File: src/rtl/gw2a_ddr_rdcap_pkg.sv
// Shared constants and types for the GW2A DDR read-capture stage.
// Burst geometry, minimum latency, expected strobe pattern and capture FSM states.
package gw2a_ddr_rdcap_pkg;

    localparam int unsigned BURST_LEN      = 8;
    localparam int unsigned BEATS_PER_PCLK = 2;
    localparam int unsigned CAP_CYCLES     = BURST_LEN / BEATS_PER_PCLK;
    localparam int unsigned RDLAT_MIN      = 2;

    // DQS sampled as high on the first beat and low on the second when read timing is centred
    localparam logic DQS_EXP_Q0 = 1'b1;
    localparam logic DQS_EXP_Q1 = 1'b0;

    // Requests closer than this many cycles to the previous accepted one would overlap its burst
    localparam int unsigned OVL_WINDOW = CAP_CYCLES - 1;

    typedef enum logic [0:0] {
        StIdle,
        StCap
    } cap_state_e;

    function automatic int unsigned eff_lat(input int unsigned lat);
        return (lat < RDLAT_MIN) ? RDLAT_MIN : lat;
    endfunction

endpackage

File: src/rtl/gw2a_ddr_rdcap_collect.sv
// Burst collector: beat counter, beat assembly shift register and strobe-pattern checker.
// Reports a completed burst combinationally on the last capture cycle.
module ddr_burst_collect
    import gw2a_ddr_rdcap_pkg::*;
#(
    parameter int unsigned WIDTH = 16
) (
    input  logic                       clk_i,
    input  logic                       rst_ni,
    input  logic                       start_i,
    input  logic                       dqs_q0_i,
    input  logic                       dqs_q1_i,
    input  logic [WIDTH-1:0]           dq_q0_i,
    input  logic [WIDTH-1:0]           dq_q1_i,
    output logic                       busy_o,
    output logic                       done_o,
    output logic                       done_err_o,
    output logic [BURST_LEN*WIDTH-1:0] burst_o
);

    localparam int unsigned AsmW    = (BURST_LEN - BEATS_PER_PCLK) * WIDTH;
    localparam logic [1:0]  LastCnt = 2'(CAP_CYCLES - 1);

    cap_state_e         state_q, state_d;
    logic [1:0]         cnt_q, cnt_d;
    logic [AsmW-1:0]    asm_q, asm_d;
    logic               err_q, err_d;
    logic               strobe_bad;

    always_comb begin
        state_d    = state_q;
        cnt_d      = cnt_q;
        asm_d      = asm_q;
        err_d      = err_q;
        done_o     = 1'b0;
        done_err_o = 1'b0;
        strobe_bad = (dqs_q0_i != DQS_EXP_Q0) || (dqs_q1_i != DQS_EXP_Q1);
        // The final beat pair goes straight to the output register without passing asm_q
        burst_o    = {dq_q1_i, dq_q0_i, asm_q};

        unique case (state_q)
            StIdle: begin
                if (start_i) begin
                    state_d = StCap;
                    cnt_d   = 2'd0;
                    err_d   = 1'b0;
                end
            end
            StCap: begin
                if (cnt_q == LastCnt) begin
                    done_o     = 1'b1;
                    done_err_o = err_q | strobe_bad;
                    cnt_d      = 2'd0;
                    err_d      = 1'b0;
                    state_d    = start_i ? StCap : StIdle;
                end else begin
                    cnt_d = cnt_q + 2'd1;
                    err_d = err_q | strobe_bad;
                    asm_d = {dq_q1_i, dq_q0_i, asm_q[AsmW-1:2*WIDTH]};
                end
            end
            default: state_d = StIdle;
        endcase
    end

    always_ff @(posedge clk_i or negedge rst_ni) begin
        if (!rst_ni) begin
            state_q <= StIdle;
            cnt_q   <= 2'd0;
            asm_q   <= '0;
            err_q   <= 1'b0;
        end else begin
            state_q <= state_d;
            cnt_q   <= cnt_d;
            asm_q   <= asm_d;
            err_q   <= err_d;
        end
    end

    assign busy_o = (state_q == StCap);

endmodule

File: src/rtl/gw2a_ddr_rdcap.sv
// GW2A DDR read capture: times BL8 bursts against read requests and assembles them into one word.
// Holds the request token pipe, the request spacing guard and the output registers.
module gw2a_ddr_rdcap
    import gw2a_ddr_rdcap_pkg::*;
#(
    parameter int unsigned WIDTH    = 16,
    parameter int unsigned LAT_BITS = 4
) (
    input  logic                       PCLK,
    input  logic                       RESET_N,
    input  logic                       RD_REQ,
    input  logic [LAT_BITS-1:0]        RD_LAT,
    input  logic                       DQS_Q0,
    input  logic                       DQS_Q1,
    input  logic [WIDTH-1:0]           DQ_Q0,
    input  logic [WIDTH-1:0]           DQ_Q1,
    output logic                       RD_VALID,
    output logic [BURST_LEN*WIDTH-1:0] RD_DATA,
    output logic                       RD_ERR,
    output logic                       OVERLAP,
    output logic                       BUSY
);

    localparam int unsigned Depth = 2 ** LAT_BITS;

    logic [Depth-1:0]           pipe_q, pipe_d;
    logic [1:0]                 gap_q, gap_d;
    logic                       overlap_q, overlap_d;
    logic                       rd_valid_q, rd_valid_d;
    logic                       rd_err_q, rd_err_d;
    logic [BURST_LEN*WIDTH-1:0] rd_data_q, rd_data_d;

    logic                       req_ok;
    int unsigned                tap_u;
    logic [LAT_BITS-1:0]        tap;
    logic                       cap_start;
    logic                       cap_busy;
    logic                       cap_done;
    logic                       cap_done_err;
    logic [BURST_LEN*WIDTH-1:0] cap_burst;

    always_comb begin
        // Token sits at stage k during cycle t+k+1; tapping L-2 lets the collector enter
        // its capture state exactly at cycle t+L.
        tap_u     = eff_lat(32'(RD_LAT)) - RDLAT_MIN;
        tap       = LAT_BITS'(tap_u);
        cap_start = pipe_q[tap];

        req_ok    = RD_REQ && (gap_q == 2'd0);
        overlap_d = RD_REQ && (gap_q != 2'd0);

        gap_d = gap_q;
        if (req_ok) begin
            gap_d = 2'(OVL_WINDOW);
        end else if (gap_q != 2'd0) begin
            gap_d = gap_q - 2'd1;
        end

        // Tokens are dropped once past the tap so BUSY reflects only live requests
        pipe_d    = '0;
        pipe_d[0] = req_ok;
        for (int unsigned i = 1; i < Depth; i++) begin
            if (i <= tap_u) begin
                pipe_d[i] = pipe_q[i-1];
            end
        end

        rd_valid_d = cap_done;
        rd_err_d   = cap_done & cap_done_err;
        rd_data_d  = cap_done ? cap_burst : rd_data_q;
    end

    ddr_burst_collect #(
        .WIDTH(WIDTH)
    ) u_collect (
        .clk_i      (PCLK),
        .rst_ni     (RESET_N),
        .start_i    (cap_start),
        .dqs_q0_i   (DQS_Q0),
        .dqs_q1_i   (DQS_Q1),
        .dq_q0_i    (DQ_Q0),
        .dq_q1_i    (DQ_Q1),
        .busy_o     (cap_busy),
        .done_o     (cap_done),
        .done_err_o (cap_done_err),
        .burst_o    (cap_burst)
    );

    always_ff @(posedge PCLK or negedge RESET_N) begin
        if (!RESET_N) begin
            pipe_q     <= '0;
            gap_q      <= 2'd0;
            overlap_q  <= 1'b0;
            rd_valid_q <= 1'b0;
            rd_err_q   <= 1'b0;
            rd_data_q  <= '0;
        end else begin
            pipe_q     <= pipe_d;
            gap_q      <= gap_d;
            overlap_q  <= overlap_d;
            rd_valid_q <= rd_valid_d;
            rd_err_q   <= rd_err_d;
            rd_data_q  <= rd_data_d;
        end
    end

    assign RD_VALID = rd_valid_q;
    assign RD_ERR   = rd_err_q;
    assign RD_DATA  = rd_data_q;
    assign OVERLAP  = overlap_q;
    assign BUSY     = (|pipe_q) | cap_busy;

endmodule

File: config.mk
export PLATFORM = sky130hd
export DESIGN_NAME = gw2a_ddr_rdcap
export DESIGN_NICKNAME = d
export VERILOG_FILES = /design/src/rtl/gw2a_ddr_rdcap_pkg.sv /design/src/rtl/gw2a_ddr_rdcap_collect.sv /design/src/rtl/gw2a_ddr_rdcap.sv
export SDC_FILE = /design/constraint.sdc
export NUM_CORES = 1
export LEC_CHECK = 0
export CAP_MARGIN = 15
export CORE_UTILIZATION = 50
export DETAILED_ROUTE_END_ITERATION = 10
export GPL_TIMING_DRIVEN = 1
export PLACE_DENSITY = 0.81
export SLEW_MARGIN = 0
export SYNTH_ARGS = -nofsm -noshare
export SYNTH_HDL_FRONTEND = slang
export SYNTH_HIERARCHICAL = 1
export SYNTH_SLANG_ARGS = --single-unit
File: constraint.sdc
create_clock -name PCLK -period 2.4 [get_ports PCLK]
set_input_delay 0.36 -clock PCLK [delete_from_list [all_inputs] [get_ports PCLK]]
set_output_delay 0.36 -clock PCLK [all_outputs]
set_load 0.01 [all_outputs]
==> results of run 1 <==
## Yosys cell counts (3+ instances only)
cell type	n
nor2_1	6
buf_4	34
mux2_4	29
dfrtp_1	249
mux2i_1	4
buf_12	3
buf_6	9
a21oi_1	5
and2_1	5
buf_2	12
mux2_2	199
nor2b_1	5
ha_1	6
nand2_1	9
o21ai_0	4
nor4_1	3
inv_1	6
## cell usage in the layout, fill, tap and decap left out, types with 2 or more instances in the layout
cell,n
nand4_1,2
inv_1,6
dfrtp_1,248
mux2_2,198
o21a_1,2
clkbuf_8,8
nand2_1,9
bufinv_16,5
nor3_1,2
and2b_2,2
nor2b_1,4
buf_12,5
mux2i_1,4
a211oi_1,2
buf_4,25
clkinv_2,5
ha_1,5
and2_1,4
a21oi_1,5
o21ai_0,4
mux2_4,30
a21boi_0,2
clkbuf_16,27
clkbuf_1,2
nor2_1,5
clkdlybuf4s50_1,170
nor4_2,2
## worst paths after layout
check | start | end | slack (ps) | depth (start not counted)
worst max-delay path | RD_LAT[2] | u_collect/cnt_q[0] | 100 | 10
worst min-delay path | RESET_N | u_collect/asm_q[92] | 410 | 2
worst max register to register | u_collect/cnt_q[0] | u_collect/asm_q[86] | 530 | 4
worst min register to register | u_collect/asm_q[25] | RD_DATA[25] | 500 | 1
max in group asynchronous | RESET_N | u_collect/asm_q[8] | 1190 | 3
min in group PCLK | RD_REQ | OVERLAP | 450 | 2
## what timing repair did
| action | CTS | global route |
|---|---|---|
| pin swaps | 3 | 2 |
| hold buffers | 1 | 0 |
| setup buffers | 2 | 0 |
| endpoints found under the hold margin | 68 | 0 |
| gates resized for setup | 5 | 1 |
| endpoints found under the setup margin | 1 | 2 |
## worst max-delay path, cell delays in order
cell	delay [ps]
clkdlybuf4s50_1	430
or2_4	270
nor2b_4	140
ha_4	180
xor2_4	180
mux4_2	510
a32oi_1	180
nand4_1	160
nor2_2	170
mux2_4	170
## registers in the layout (all words and copies together) (netlist names)
| register | count |
|---|---|
| u_collect/asm_q | 96 |
| RD_VALID | 1 |
| RD_DATA | 128 |
| u_collect/cnt_q | 2 |
| pipe_q | 16 |
| u_collect/busy_o | 1 |
| OVERLAP | 1 |
| gap_q | 2 |
| u_collect/err_q | 1 |
| RD_ERR | 1 |
## layer usage
metal | vias up | wire length (µm) | track usage [%]
li1 | 2504 | - | -
met1 | 2864 | 8190 | 24.9
met2 | 165 | 9770 | 33.6
met3 | 28 | 1230 | 4.60
met4 | 0 | 232 | 4.37
met5 | - | 0 | 0
## cell type report
type | count | area (µm²)
Fill cell | 1371 | 6630
Clock buffer | 37 | 793
Multi-Input combinational cell | 309 | 3320
Clock inverter | 11 | 184
Tap cell | 265 | 332
Timing Repair Buffer | 203 | 2020
Inverter | 6 | 22.5
Sequential cell | 249 | 6230
## through the flow
step	setup TNS, ps	util [%]	instances	setup WS, ps
after floorplan	-120	-	625	-52.6
after global placement	-1300	60.9	1029	-358
after detailed placement	-1610	60.9	1029	-433
after CTS	0	66.1	1080	25.1
after global routing	0	66.1	1080	11.1
final	0	66.1	1080	103
## power breakdown
part	internal [W]	switching, W
clock network	0.00283	0.00158
registers	0.00628	0.00123
logic	0.00476	0.00276
total	0.0139	0.00557
## logic make-up after synthesis
kind of cell,count (synthesis),share of synthesized area [%]
flops,249,62.3
mux,233,27.4
buf+inv,67,5.10
simple gates,45,2.56
compound gates,23,1.55
fa+ha+maj,6,0.750
xor+xnor,2,0.363
==> flow_summary.yaml, run 1 <==
outcome:
  status: "finished, final reports clean"
grt:
  grt_pass1_wl_um: 31800
  grt_pass1_vias: 6086
  grt_max_degree: 104
  antenna_found_initial: 0
  grt.total_usage_pct: 19.5
  gr-total-overflow: 0
cells_and_area:
  design_area_um2: 12900
  fin_nets: 842
  area_delta_synth_final_pct: 28.9
  drive_above_1_share_pct: 39.8
  n_antenna_cell: 0
logic_synthesis:
  yosys.area.top_type: "dfrtp_1"
  ys_seq_elements: 249
  synth.distinct_cells: 45
  ys_async_sr_fraction_pct: 100
  yosys-top-cells-area: "dfrtp_1, mux2_2, mux2_4"
  synth_area_um2: 10000
  ys.flop_type: "dfrtp_1"
  syn_inst: 625
  yosysSeqAreaShare_pct: 62.3
  synthesis.nets: 672
  synth_edf_count: 0
  yosys_warnings: 6
  postSynthAreaPerCell_um2: 16.0
  yosysTopAreaCellShare_pct: 62.3
placement:
  gp_congestion: 0.916
  dpl-instance-area_um2: 11900
  post-dp-hpwl_um: 13100
  portBuffers: 172
floorplanning:
  dieHeight_um: 143
  fp.dieW_um: 143
  rows: 51
  coreArea_um2: 19500
  ios: 173
  initial_core_util_pct: 51.2
  fp.dieArea_um2: 20600
power:
  ir_drop_mv: 0.819
  p_leak_nw: 5.60
  pwr_density_cell_nw_per_um2: 1510
  power.total_w: 0.0194
routing:
  drc_errors: 0
  wirelength_um: 19400
  dr.pass1.iters: 4
  via_per_inst: 5.15
  drt_iter0_markers: 190
  ant_nets: 0
  vias: 5561
  wl_per_cell_um: 18.0
sta:
  holdWs_ps: 415
  tightest_slew_ps: 599
  setup_violations: 0
  finalCritPeriodShare_pct: 95.7
  drv_slew: 0
  slew_headroom_pct: 60.1
  rsz0062_at_grt: "no"
  max_freq_mhz: 435
  finalHoldViolCount: 0
  post-route-min-period_ps: 2300
  skew_ps: 12.1
critical_path:
  path_class: "input pin to register"
  critPathRequiredTime_ps: 2850
  cp_max_fo: 3
  critPathCaptureType: "register"
  worst_ep_arrival_time_ps: 2750
  cp-start-kind: "input pin"
clocking:
  clock_path_buffers: 3
  cts_root_buf: "clkbuf_16"
  clkLatencyLatePin_ps: 510
  cts_sinks: 249
  htree_levels: 1
  cts_tree: "yes"
  cts_buffers: 26
  path_clk_slew_ps: 60
run:
  maxCapViolations: 0
worst_hold_path:
  hp-class: "input pin to asynchronous set/reset pin"
Power figures use the tool's default switching activity.
==> inputs of run 2 (changes only) <==
--- a/config.mk
+++ b/config.mk
@@ -6,6 +6,7 @@
 export NUM_CORES = 1
 export LEC_CHECK = 0
 export CAP_MARGIN = 15
+export CORE_MARGIN = 3
 export CORE_UTILIZATION = 50
 export DETAILED_ROUTE_END_ITERATION = 10
 export GPL_TIMING_DRIVEN = 1
==> flow_summary.yaml, run 2 (synthesized netlist as in run 1, its figures left out) <==
outcome:
  status: "finished, final reports clean"
critical_path:
  endpoint: "BUSY"
  timing.rr.end: "u_collect/asm_q[75]"
  cp-start-kind: "register"
  cp_max_fo: 3
  critPathRequiredTime_ps: 2040
  crit_start: "pipe_q[9]"
  path_cells: "nor4_1, nand4_1, or4_4, buf_6"
  worst_ep_arrival_time_ps: 1990
  cp.depth: 4
  path_delay_family: "simple AND/OR/NAND/NOR gates"
  crit_slowest_cell: "or4_4"
  rr_worst_depth: 4
  r2r_setup_slack_ps: 560
  r2r_start: "u_collect/cnt_q[0]"
  cp.buffers_inverters: 1
  critPathCaptureType: "primary output"
  max_stage_delay_ps: 460
  path_class: "register to primary output"
sta:
  slew_headroom_pct: 55.5
  post-route-min-period_ps: 2350
  finalCritPeriodShare_pct: 98.0
  finalSetupTns_ps: 0
  skew_ps: 11.9
  drv_slew: 0
  fin_ws_ps: 48.3
  max_freq_mhz: 425
  finalHoldViolCount: 0
  setup_violations: 0
  tightest_slew_ps: 667
  holdWs_ps: 450
routing:
  ant_nets: 0
  wl_per_cell_um: 18.6
  drt_iter0_markers: 205
  drc_errors: 0
  dr.pass1.iters: 4
  wirelength_um: 20000
  via_per_inst: 5.21
  vias: 5601
floorplanning:
  initial_core_util_pct: 51.1
  coreArea_um2: 19600
  ios: 173
  rows: 51
  dieHeight_um: 147
  fp.dieArea_um2: 21700
  fp.dieW_um: 147
cells_and_area:
  layout_common_cells: "dfrtp_1, mux2_2, clkdlybuf4s50_1"
  final-seq-area_um2: 6230
  largest_reg_flops: 128
  area_delta_synth_final_pct: 27.1
  final_common_cell: "dfrtp_1"
  fin_nets: 839
  drive_above_1_share_pct: 38.6
  multiInputGateArea_um2: 3330
  fillers: 1412
  n_antenna_cell: 0
placement:
  gp_congestion: 0.942
  portBuffers: 172
  post-dp-hpwl_um: 13500
  post-place-ws_ps: -411
power:
  p_leak_nw: 5.50
  switchingPower_w: 0.00555
  pwr_density_cell_nw_per_um2: 1480
  combPwrFrac_pct: 40.1
  switching_share_pct: 29.6
  clkPwrFrac_pct: 19.7
  p_int_w: 0.0132
  ir_drop_mv: 0.789
  p_seq_share_pct: 40.2
grt:
  gr-total-overflow: 0
  grt_pass1_wl_um: 32700
  grt_max_degree: 90
  grt_pass1_vias: 6141
  grt.total_usage_pct: 18.4
  antenna_found_initial: 0
run:
  maxCapViolations: 0
clocking:
  clock_path_buffers: 3
  cts_root_buf: "clkbuf_16"
  path_clk_slew_ps: 60
  cts_tree: "yes"
  clkLatencyLatePin_ps: 510
  htree_levels: 1
  cts_sinks: 249
  cts_buffers: 25
worst_hold_path:
  hp-class: "input pin to register"
run 2: metal layers:
layer / part of all wire [%] / global-route usage, %
met1: 40 / 23.1
met2: 51 / 32.1
met3: 6.5 / 4.48
met4: 2.6 / 5.27
met5: 0 / 0
run 2: repair_timing:
action	in CTS	in global routing
buffers inserted	0	2
hold endpoints to repair	82	0
gates resized for setup	6	3
gates cloned	0	0
endpoints found under the setup margin	1	3
hold buffers	1	0
pin swaps	3	2
run 2: how the worst min path moves through the flow:
stage / startpoint / to / cells past startpoint
final: RD_REQ / OVERLAP / 2
after global routing: DQ_Q1[10] / u_collect/asm_q[90] / 2
after CTS: RD_REQ / OVERLAP / 2
after detailed placement: RESET_N / RD_DATA[124] / 1
after global placement: RESET_N / RD_DATA[124] / 1
after floorplan: RESET_N / OVERLAP / 0
run 2: area by class of cell:
| cell class | count | area share (%) |
|---|---|---|
| clock buffers | 39 | 5.73 |
| flip-flops and latches | 249 | 49.0 |
| well taps | 265 | 2.61 |
| repair buffers | 201 | 15.8 |
| multi-input cells | 309 | 26.2 |
| inverters | 6 | 0.177 |
| clock inverters | 6 | 0.482 |
run 2: stage by stage:
stage / instances / cell area [µm²] / power [W] / util, %
6_report: 1075 / 12700 / 0.0188 / 64.9
5_1_grt: 1075 / 12700 / 0.0198 / 64.9
4_1_cts: 1073 / 12700 / 0.0191 / 64.8
3_5_place_dp: 1027 / 11900 / 0.0152 / 60.6
3_3_place_gp: 1027 / 11900 / 0.0147 / 60.6
2_1_floorplan: 625 / 10000 / 0.0118 / -
run 2: power by group through the flow:
| stage | logic (W) | registers (W) | clock network (W) |
|---|---|---|---|
| floorplan | 0.00404 | 0.00777 | 0 |
| global placement | 0.00731 | 0.00742 | 0 |
| detailed placement | 0.00759 | 0.00761 | 0 |
| CTS | 0.00766 | 0.00757 | 0.00383 |
| global route | 0.00803 | 0.00780 | 0.00400 |
| finish | 0.00753 | 0.00754 | 0.00371 |
==> inputs of run 3 (changes only) <==
--- a/config.mk
+++ b/config.mk
@@ -10,7 +10,7 @@
 export CORE_UTILIZATION = 50
 export DETAILED_ROUTE_END_ITERATION = 10
 export GPL_TIMING_DRIVEN = 1
-export PLACE_DENSITY = 0.81
+export PLACE_DENSITY = 0.78
 export SLEW_MARGIN = 0
 export SYNTH_ARGS = -nofsm -noshare
 export SYNTH_HDL_FRONTEND = slang
==> flow_summary.yaml, run 3 (synthesized netlist as in run 1, its figures left out) <==
sta:
  fin_ws_ps: 70.7
  finalCritPeriodShare_pct: 97.1
  skew_ps: 8.87
  finalHoldViolCount: 0
  tightest_slew_ps: 668
  slew_headroom_pct: 55.4
  rsz0062_at_grt: "no"
  post-route-min-period_ps: 2330
  setup_violations: 0
  finalSetupTns_ps: 0
  max_freq_mhz: 429
  drv_slew: 0
critical_path:
  critPathRequiredTime_ps: 2040
  cp_max_fo: 3
  timing.rr.end: "RD_DATA[108]"
  critPathCaptureType: "primary output"
  crit_slowest_cell: "or4_4"
  path_class: "register to primary output"
  r2r_start: "u_collect/cnt_q[0]"
  rr_worst_depth: 4
  max_stage_delay_ps: 440
  r2r_setup_slack_ps: 440
  cp-start-kind: "register"
  path_cells: "nor4_2, nand4_1, or4_4, buf_2"
  worst_ep_arrival_time_ps: 1970
cells_and_area:
  n_antenna_cell: 0
  fillers: 1368
  final_common_cell: "dfrtp_1"
  final_core_util_pct: 65.6
  drive_above_1_share_pct: 39.1
  area_delta_synth_final_pct: 28.4
  fin_nets: 843
  layout_common_cells: "dfrtp_1, mux2_2, clkdlybuf4s50_1"
  final_cells: 1080
  largest_reg_flops: 128
power:
  switching_share_pct: 29.0
  p_leak_nw: 5.59
  switchingPower_w: 0.00554
  pwr_density_cell_nw_per_um2: 1490
  combPwrFrac_pct: 39.4
  p_int_w: 0.0135
  ir_drop_mv: 0.830
  p_seq_share_pct: 39.4
  clkPwrFrac_pct: 21.2
clocking:
  cts_root_buf: "clkbuf_16"
  htree_levels: 1
  path_clk_slew_ps: 60
  cts_tree: "yes"
  cts_sinks: 249
  clkLatencyLatePin_ps: 510
  clock_path_buffers: 3
  cts_buffers: 26
floorplanning:
  dieHeight_um: 147
  coreArea_um2: 19600
  fp.dieArea_um2: 21700
  initial_core_util_pct: 51.1
  ios: 173
  fp.dieW_um: 147
  rows: 51
routing:
  dr.pass1.iters: 4
  wl_per_cell_um: 18.7
  via_per_inst: 5.18
  vias: 5599
  wirelength_um: 20200
  drc_errors: 0
  drt_iter0_markers: 221
  ant_nets: 0
placement:
  post-dp-hpwl_um: 13300
  dp_cells: 1031
  portBuffers: 172
  post-place-ws_ps: -435
  gp_congestion: 0.889
worst_hold_path:
  min_path_cells: 5
  hp-class: "input pin to register"
  hold_end: "pipe_q[5]"
  min_from: "RD_LAT[2]"
grt:
  grt.total_usage_pct: 18.7
  grt_pass1_vias: 6286
  grt_max_degree: 85
  grt_pass1_wl_um: 33400
  gr-total-overflow: 0
  antenna_found_initial: 0
run:
  maxCapViolations: 0
outcome:
  status: "finished, final reports clean"
run 3: final cells by class:
cell class | count | area [µm²] | share of cell area [%]
Inverter | 6 | 22.5 | 0.175
Tap cell | 265 | 332 | 2.58
Multi-Input combinational cell | 309 | 3330 | 25.9
Timing Repair Buffer | 204 | 2040 | 15.9
Clock buffer | 43 | 816 | 6.35
Sequential cell | 249 | 6230 | 48.5
Clock inverter | 4 | 70.1 | 0.546
run 3: how the worst max path moves through the flow:
stage,from,endpoint,slack [ps]
floorplan,RD_LAT[3],u_collect/cnt_q[0],-50
global placement,RD_LAT[2],u_collect/cnt_q[0],-360
detailed placement,RD_LAT[2],u_collect/err_q,-430
CTS,pipe_q[0],BUSY,60
global route,pipe_q[0],BUSY,20
finish,pipe_q[2],BUSY,70
run 3: metrics by stage:
step                power (W)  instance area (µm²)  hold WS, ps
floorplan              0.0118                10000         64.4
CTS                    0.0193                12800          435
global route           0.0202                12800          444
detailed placement     0.0151                11900          424
global placement       0.0147                11900          403
finish                 0.0191                12800          452
run 3: power by group through the flow:
stage	logic (W)	registers, W	clock network, W
floorplan	0.00404	0.00777	0
global placement	0.00732	0.00741	0
detailed placement	0.00756	0.00758	0
CTS	0.00762	0.00753	0.00416
global route	0.00803	0.00780	0.00434
finish	0.00752	0.00752	0.00405
run 3: critical path: cells and delay by family (launching register included):
kind,cells,cell delay [ps]
buffers and inverters,1,160
DFF,1,410
and+or+nand+nor,3,890
run 3: per-layer routing:
| metal | global-route usage (%) | part of all wire (%) | vias to the layer above |
|---|---|---|---|
| met1 | 24.5 | 42 | 2865 |
| met4 | 5.36 | 2.5 | 0 |
| li1 | - | - | 2500 |
| met5 | 0 | 0 | - |
| met2 | 31.4 | 49 | 192 |
| met3 | 4.54 | 6.8 | 42 |
run 3: timing repair:
| action | 4_1_cts | 5_1_grt |
|---|---|---|
| pin swaps | 2 | 4 |
| gates cloned | 0 | 0 |
| gates resized for setup | 6 | 4 |
| setup endpoints to repair | 1 | 3 |
| buffers inserted | 0 | 1 |
| hold endpoints to repair | 76 | 0 |
| hold buffers | 1 | 0 |
